`config.mk`:
```
export PLATFORM = sky130hd
export DESIGN_NAME = axi_w_route_fifo
export DESIGN_NICKNAME = d
export VERILOG_FILES = /design/src/rtl/axi_w_route_pkg.sv /design/src/rtl/axi_w_route_fifo_ctrl.sv /design/src/rtl/axi_w_route_fifo.sv
export SDC_FILE = /design/constraint.sdc
export NUM_CORES = 1
export LEC_CHECK = 0
export ABC_AREA = 0
export BUFFER_PORTS_ARGS = -buffer_cell sky130_fd_sc_hd__buf_2
export CORE_ASPECT_RATIO = 0.8
export CORE_MARGIN = 2
export CORE_UTILIZATION = 55
export CTS_BUF_LIST = sky130_fd_sc_hd__clkbuf_2
export CTS_CLUSTER_SIZE = 16
export DETAILED_ROUTE_END_ITERATION = 10
export GPL_TIMING_DRIVEN = 0
export MAX_ROUTING_LAYER = met4
export PLACE_DENSITY = 0.86
export SLEW_MARGIN = 20
export SYNTH_ARGS = -nofsm -noshare
export SYNTH_HDL_FRONTEND = slang
export SYNTH_SLANG_ARGS = --single-unit
```
`constraint.sdc`:
```
create_clock -name clk -period 4.9 [get_ports clk]
set_clock_uncertainty 0.1 [all_clocks]
set_input_delay 0.735 -clock clk [delete_from_list [all_inputs] [get_ports clk]]
set_output_delay 0.735 -clock clk [all_outputs]
set_load 0.01 [all_outputs]
```
`src/rtl/axi_w_route_pkg.sv`:
```
// Shared types and helpers for the AXI W-channel routing FIFO.
// Optional build macro: AXI_W_ROUTE_FALL_THROUGH_EN (see axi_w_route_fifo).
package axi_w_route_pkg;

    localparam int DEFAULT_DEPTH = 4;
    localparam int SLV_IDX_W     = 4;
    localparam int ID_W          = 4;

    // One routing entry: which slave owns the burst and the AXI ID it carries.
    typedef struct packed {
        logic [SLV_IDX_W-1:0] slv_idx;
        logic [ID_W-1:0]      id;
    } route_entry_t;

    localparam int ROUTE_ENTRY_W = $bits(route_entry_t);

    // Pointer width for a power-of-two depth; never narrower than one bit.
    function automatic int ptr_width(input int depth);
        return (depth > 1) ? $clog2(depth) : 1;
    endfunction

endpackage

```
`src/rtl/axi_w_route_fifo_ctrl.sv`:
```
// Pointer, occupancy and error-flag control for axi_w_route_fifo.
// Optional build macro: AXI_W_ROUTE_FALL_THROUGH_EN (empty + push + pop
// bypasses storage and is not an underflow).
import axi_w_route_pkg::*;

module axi_w_route_fifo_ctrl #(
    parameter int DEPTH     = DEFAULT_DEPTH,
    parameter int CNT_WIDTH = $clog2(DEPTH) + 1,
    parameter int PTR_W     = ptr_width(DEPTH)
) (
    input  logic                 clk,
    input  logic                 rst,
    input  logic                 push_i,
    input  logic                 pop_i,
    output logic                 wr_en_o,
    output logic [PTR_W-1:0]     wptr_o,
    output logic [PTR_W-1:0]     rptr_o,
    output logic [CNT_WIDTH-1:0] count_o,
    output logic                 full_o,
    output logic                 empty_o,
    output logic                 overflow_o,
    output logic                 underflow_o
);

    logic [PTR_W-1:0]     wptr_q, wptr_d;
    logic [PTR_W-1:0]     rptr_q, rptr_d;
    logic [CNT_WIDTH-1:0] count_q, count_d;
    logic                 ovf_q, ovf_d;
    logic                 unf_q, unf_d;
    logic                 push_ok, pop_ok;

    // Flags come only from the registered count, never from this cycle's inputs.
    assign full_o      = (count_q == CNT_WIDTH'(DEPTH));
    assign empty_o     = (count_q == '0);
    assign wptr_o      = wptr_q;
    assign rptr_o      = rptr_q;
    assign count_o     = count_q;
    assign overflow_o  = ovf_q;
    assign underflow_o = unf_q;

    // Accept/reject decisions and next-state for pointers, count and sticky errors.
    always_comb begin
        // A pop frees a slot in the same edge, so a full FIFO still takes a push with pop.
        push_ok = push_i && (!full_o || pop_i);
        pop_ok  = pop_i && !empty_o;
        ovf_d   = ovf_q || (push_i && full_o && !pop_i);
        unf_d   = unf_q || (pop_i && empty_o);
`ifdef AXI_W_ROUTE_FALL_THROUGH_EN
        // Entry goes straight from push_data_i to the consumer: no write, no underflow.
        if (empty_o && push_i && pop_i) begin
            push_ok = 1'b0;
            unf_d   = unf_q;
        end
`endif
        wptr_d  = push_ok ? wptr_q + PTR_W'(1) : wptr_q;
        rptr_d  = pop_ok  ? rptr_q + PTR_W'(1) : rptr_q;
        count_d = count_q;
        case ({push_ok, pop_ok})
            2'b10:   count_d = count_q + CNT_WIDTH'(1);
            2'b01:   count_d = count_q - CNT_WIDTH'(1);
            default: count_d = count_q;
        endcase
        // Reset wins, so never let a same-cycle push touch storage.
        wr_en_o = push_ok && !rst;
    end

    // State registers with synchronous reset taking priority over push/pop.
    always_ff @(posedge clk) begin
        if (rst) begin
            wptr_q  <= '0;
            rptr_q  <= '0;
            count_q <= '0;
            ovf_q   <= 1'b0;
            unf_q   <= 1'b0;
        end else begin
            wptr_q  <= wptr_d;
            rptr_q  <= rptr_d;
            count_q <= count_d;
            ovf_q   <= ovf_d;
            unf_q   <= unf_d;
        end
    end

endmodule

```
`src/rtl/axi_w_route_fifo.sv`:
```
// Routing-info FIFO for the AXI node: AW handshake pushes (slave index, ID),
// W last-beat handshake pops; the head steers the W mux.
// Optional build macro: AXI_W_ROUTE_FALL_THROUGH_EN - when empty, a push is
// visible on the head in the same cycle so single-beat bursts can complete
// with AW and W-last in one cycle.
import axi_w_route_pkg::*;

module axi_w_route_fifo #(
    parameter int DATA_WIDTH = ROUTE_ENTRY_W,
    parameter int DEPTH      = DEFAULT_DEPTH,
    parameter int CNT_WIDTH  = $clog2(DEPTH) + 1
) (
    input  logic                  clk,
    input  logic                  rst,
    input  logic                  push_i,
    input  logic [DATA_WIDTH-1:0] push_data_i,
    input  logic                  pop_i,
    output logic [DATA_WIDTH-1:0] head_data_o,
    output logic                  head_valid_o,
    output logic                  full_o,
    output logic                  empty_o,
    output logic [CNT_WIDTH-1:0]  count_o,
    output logic                  overflow_o,
    output logic                  underflow_o
);

    localparam int PTR_W = ptr_width(DEPTH);

    logic                  wr_en;
    logic [PTR_W-1:0]      wptr, rptr;
    logic [DATA_WIDTH-1:0] mem_q [DEPTH];

    axi_w_route_fifo_ctrl #(
        .DEPTH     (DEPTH),
        .CNT_WIDTH (CNT_WIDTH),
        .PTR_W     (PTR_W)
    ) u_ctrl (
        .clk         (clk),
        .rst         (rst),
        .push_i      (push_i),
        .pop_i       (pop_i),
        .wr_en_o     (wr_en),
        .wptr_o      (wptr),
        .rptr_o      (rptr),
        .count_o     (count_o),
        .full_o      (full_o),
        .empty_o     (empty_o),
        .overflow_o  (overflow_o),
        .underflow_o (underflow_o)
    );

    // Storage array; contents are don't-care until written, so no reset.
    always_ff @(posedge clk) begin
        if (wr_en) mem_q[wptr] <= push_data_i;
    end

    // Head selection: oldest entry from registered state, zero when empty.
    always_comb begin
        head_valid_o = !empty_o;
        head_data_o  = '0;
        if (!empty_o) head_data_o = mem_q[rptr];
`ifdef AXI_W_ROUTE_FALL_THROUGH_EN
        if (empty_o && push_i) begin
            head_valid_o = 1'b1;
            head_data_o  = push_data_i;
        end
`endif
    end

endmodule
```
Yosys cells after proc, flatten, opt, wreduce, memory -nomap -nowiden
Memories as Yosys holds them, arrays and structs flattened. A register that Yosys moved wholly into a read port is not among the register bits.
Cells that the tools add are included.
- register bits after elaboration: 9
- latch bits: 0
- RAM bits: 32
- memory bits (read-only): 0
- input port bits: 12
- output and inout port bits: 16
- word-level logic and storage cells: 34
- memories: 1
- memory list (memory ; depth ; bits a word ; rd ports ; clocked after Yosys merged registers in ; write ports ; RTL line ; text):
    mem_q ; 4 ; 8 ; 1 ; 1 ; 1 ; axi_w_route_fifo.sv:31 ; logic [DATA_WIDTH-1:0] mem_q [DEPTH];
- add/sub/neg operators: 4
- multipliers: 0
- divide/modulo/power cells: 0
- $lt $le $gt $ge: 0
- equality and inequality tests: 3
- shift operators: 0
- mux-type cells: 6
- bitwise gates (word level): 0
- reductions and logical operators: 15
- operators by type and width (kind ; count):
    8-bit 2-to-1 mux ; 1
    1-bit logical AND ; 6
    3-bit case mux with 2 select lines ; 1
    2-bit by 1-bit adder with 2-bit output, second input constant ; 2
    1-bit zero test ; 4
    2-bit 2-to-1 mux ; 2
    3-bit by 1-bit adder with 3-bit output, second input constant ; 1
    3-bit == test, second input constant ; 1
    3-bit zero test ; 1
    1-bit logical OR ; 3
    3-bit by 1-bit subtractor with 3-bit output, second input constant ; 1
    2-bit by 1-bit == test with 1-bit output, second input constant ; 1
    2-bit == test, second input constant ; 1
    1-bit 2-to-1 mux ; 2
    2-bit nonzero test ; 1

Depth between registers and ports, before layout
- depth in word-level cells: 7
- mapped depth: 9
- gate-level depth less buffers: 9

By module
From an unflattened synthesis, not the netlist that was laid out.
- cell total of the unflattened synthesis: 117
- area, all modules: 1695.4 µm²
- by module, submodules not included (module ; times used ; cells an instance ; area an instance (µm²)):
    axi_w_route_fifo ; 1 ; 68 ; 1257.5
    axi_w_route_fifo_ctrl ; 1 ; 49 ; 437.9

Worst setup path before layout
Ideal clock, no wire load.
- path type: input to register
- start: in pop_i
- end: reg u_ctrl.count_q[2], in the netlist u_ctrl.count_o[2]
- setup time: 0.071 ns
- arrival: 2.321 ns
- data required time: 4.729 ns
- path slack: 2.408 ns
- stages on the path: 9
- path buffers: 0
- cell sequence: inv_1 -> a21boi_2 -> inv_2 -> ha_1 -> inv_1 -> fa_1 -> xor2_1 -> or3_2 -> a21oi_1
- cells in the longest elaborated chain, start to end: 4
- elaborated cells on any way between the ends: 7
- RTL lines (what ; RTL line ; text):
    start, declared ; axi_w_route_fifo.sv:17 ; input logic pop_i,
    1-bit logical OR ; axi_w_route_fifo_ctrl.sv:44 ; push_ok = push_i && (!full_o || pop_i);
    1-bit logical AND ; axi_w_route_fifo_ctrl.sv:44 ;
    2-bit by 1-bit == test with 1-bit output / 2-bit == test (equally long branches) ; axi_w_route_fifo_ctrl.sv:58 ; case ({push_ok, pop_ok})
    3-bit case mux with 2 select lines / 2-bit nonzero test (equally long branches) ; - ;
    end signal, assigned ; axi_w_route_fifo_ctrl.sv:78 ; count_q <= count_d;
    end, declared ; axi_w_route_fifo_ctrl.sv:27 ; logic [CNT_WIDTH-1:0] count_q, count_d;
Parallel ways exist; a longest one is shown, timed or not.
A chain may end at the register's enable or synchronous reset.

==> results.cfg <==
[pwr]
comb_power_share_pct = 35.3
p_leak_nw = 0.769
pwr_density_cell_mw_per_mm2 = 490
internal_power_w = 0.000676
p_sw_w = 0.000329
seqPwrFrac_pct = 45.0
swShare_pct = 32.7
clkPwrFrac_pct = 19.7
vdd_drop_max_mv = 0.241

[drt]
drt_wl_total_mm = 2.82
final_antenna_net_count = 0
drc = 0
drtIter0Drc = 51
wire_per_inst_um = 15.1
firstDrtPassIters = 4
via_count = 1002
viasPerCell = 5.36

[setup_path]
worstPathMaxFanout = 8
worstPathCellList = buf_6, mux4_2, nor2b_1, buf_2
setup.worst_path.start_class = flip-flop
cp_slowest_cell = mux4_2
end_kind = primary output
crit_arrival_ns = 1.76
required_ns = 4.07
cp_slowest_stage_delay_ns = 0.49
critPathKind = reg -> out

[global_route]
grt_first_pass_wirelength_mm = 4.37
antenna_found_initial = 0
busiest_layer = met2
grt_overflow = 0
grt_max_degree = 15
grt_util_met1_pct = 21.9
met3_usage_pct = 4.86
grt_pass1_vias = 914
grtUsageMet2_pct = 28.8
grt_use_total_pct = 18.0

[sta]
relSlewSlack_pct = 51.0
hold_viol_final = 0
slew_viol_final = 0
setup_viol = 0
period_minus_slack_ns = 2.59
worst_pin_slew_ns = 0.732
grt_setup_unrepaired = false
fmax_ghz = 0.386
finalCritPeriodShare_pct = 52.9
timing.setup.tns_ns = 0

[clock_network]
clk_pin_slew_worst_paths_ns = 0.23
cts_repair_resize_count = 0
cts_tree = yes
cts_setup_buffers = 0
cts_buffer_depth = 2
insertion_delay_ns = 0.41
htree_levels = 2
cts_buffers = 5
cts_root_buffer = clkbuf_2
hold_buffers = 0
clock_sinks = 43

[layout]
area_delta_synth_final_pct = 14.1
n_antenna_cell = 0
multiInputGateArea_um2 = 557
drive_gt1_share_pct = 38.1
layout_commonest_cell = edfxtp_1
final_cell_mix = 32 x edfxtp_1, 27 x buf_2, 11 x dfxtp_1
nets = 164
fill_cells = 224
post-route-cell-area_mm2 = 0.00205
regArea_mm2 = 0.00118

[synthesis]
yosys_warnings = 0
ys_ff_latch = 43
syn_nets = 130
syn_inst = 112
syn_area_mm2 = 0.00180
ys_seq_area_share_pct = 65.6
ys_types = 26
avgSynthCellArea_um2 = 16.1

[hold_path]
hold_class = reg -> reg

[placed_design]
hpwl_mm = 2.03
gp_congestion = 0.729
io_buffers = 27
placed_area_mm2 = 0.00198

[floorplan]
start_util_pct = 57.9
die_y_um = 55.2
dieArea_mm2 = 0.00375
fp-row-count = 18
pin_count = 28
core-area_mm2 = 0.00311
dieWidth_um = 67.9

[run_status]
outcome = completed

[job]
maxCapViolCount = 0
[metal layers]
| metal | vias up | share of wire (%) |
|---|---|---|
| li1 | 479 | - |
| met1 | 490 | 41 |
| met2 | 25 | 52 |
| met3 | 8 | 5.3 |
| met4 | 0 | 1.6 |
| met5 | - | 0 |
[worst paths after layout]
path | cells past startpoint | start | slack (ns) | to
setup / recovery | 4 | flip-flop | 2.31 | head_data_o[0]
hold / removal | 2 | u_ctrl.overflow_o | 0.39 | u_ctrl.overflow_o
setup reg to reg | 9 | u_ctrl.count_o[2] | 2.36 | u_ctrl.count_o[2]
hold reg to reg | 2 | u_ctrl.overflow_o | 0.39 | u_ctrl.overflow_o
[registers in the layout (all words and copies together), names as in the netlist, named ones only]
signal              count
mem_q                  32
u_ctrl.count_o          3
u_ctrl.overflow_o       1
u_ctrl.rptr_o           2
u_ctrl.underflow_o      1
u_ctrl.wptr_o           2
[power groups by stage]
stage	Sequential (W)	Combinational (W)	Clock [W]
finish	0.000452	0.000355	0.000198
global route	0.000456	0.000399	0.000219
CTS	0.000451	0.000362	0.000202
detailed placement	0.000460	0.000361	0
global placement	0.000457	0.000349	0
floorplan	0.000462	0.000237	0
[synthesized netlist by cell type, drive strengths merged]
library cell	n	area (µm²)
a21oi	6	30.0
nor3	1	10.0
mux4	8	180
a31oi	1	6.26
or3	3	20.0
ha	5	62.6
dfxtp	11	220
nand2b	2	12.5
a21boi	1	11.3
buf	2	22.5
mux2i	1	10.0
inv	8	30.0
mux2	1	15.0
o21ai	3	15.0
xor2	2	17.5
nand2	1	3.75
fa	1	20.0
nor2	8	30.0
nor2b	8	50.1
clkbuf	2	8.75
edfxtp	32	961
nor3b	5	62.6
[critical path, delay by kind of cell, from the launching register on]
kind                   cells  cell delay [ns]
multiplexers               1             0.49
flip-flops                 1             0.38
buffers and inverters      2             0.32
AND/OR/NAND/NOR            1             0.15
[logic make-up after synthesis]
group	count (synthesis)	share of synthesized area (%)
buffers and inverters	12	3.41
and+or+nand+nor	28	10.5
xor gates and xnor gates	2	0.974
AOI/OAI and AO/OA	11	3.48
DFF	43	65.6
adders and majority gates	6	4.59
muxes	10	11.4
[area by class of cell]
type / instances / area share, %
inverters: 8 / 1.46
flip-flops and latches: 43 / 57.5
plain buffers: 4 / 1.52
repair buffers: 27 / 6.58
multi-input cells: 57 / 27.1
clock inverters: 3 / 2.13
well taps: 40 / 2.44
clock buffers: 5 / 1.22
[stage by stage]
step | worst slack, ns | instances | util (%) | hold WS, ns | power, W
floorplan | 2.41 | 112 | - | 0.359 | 0.000699
global placement | 2.18 | 179 | 63.8 | 0.347 | 0.000806
detailed placement | 2.07 | 179 | 63.8 | 0.365 | 0.000820
CTS | 2.29 | 187 | 66.1 | 0.406 | 0.00101
global route | 2.19 | 187 | 66.1 | 0.375 | 0.00107
finish | 2.31 | 187 | 66.1 | 0.393 | 0.00101
No activity file was read; power rests on OpenSTA's default activity.
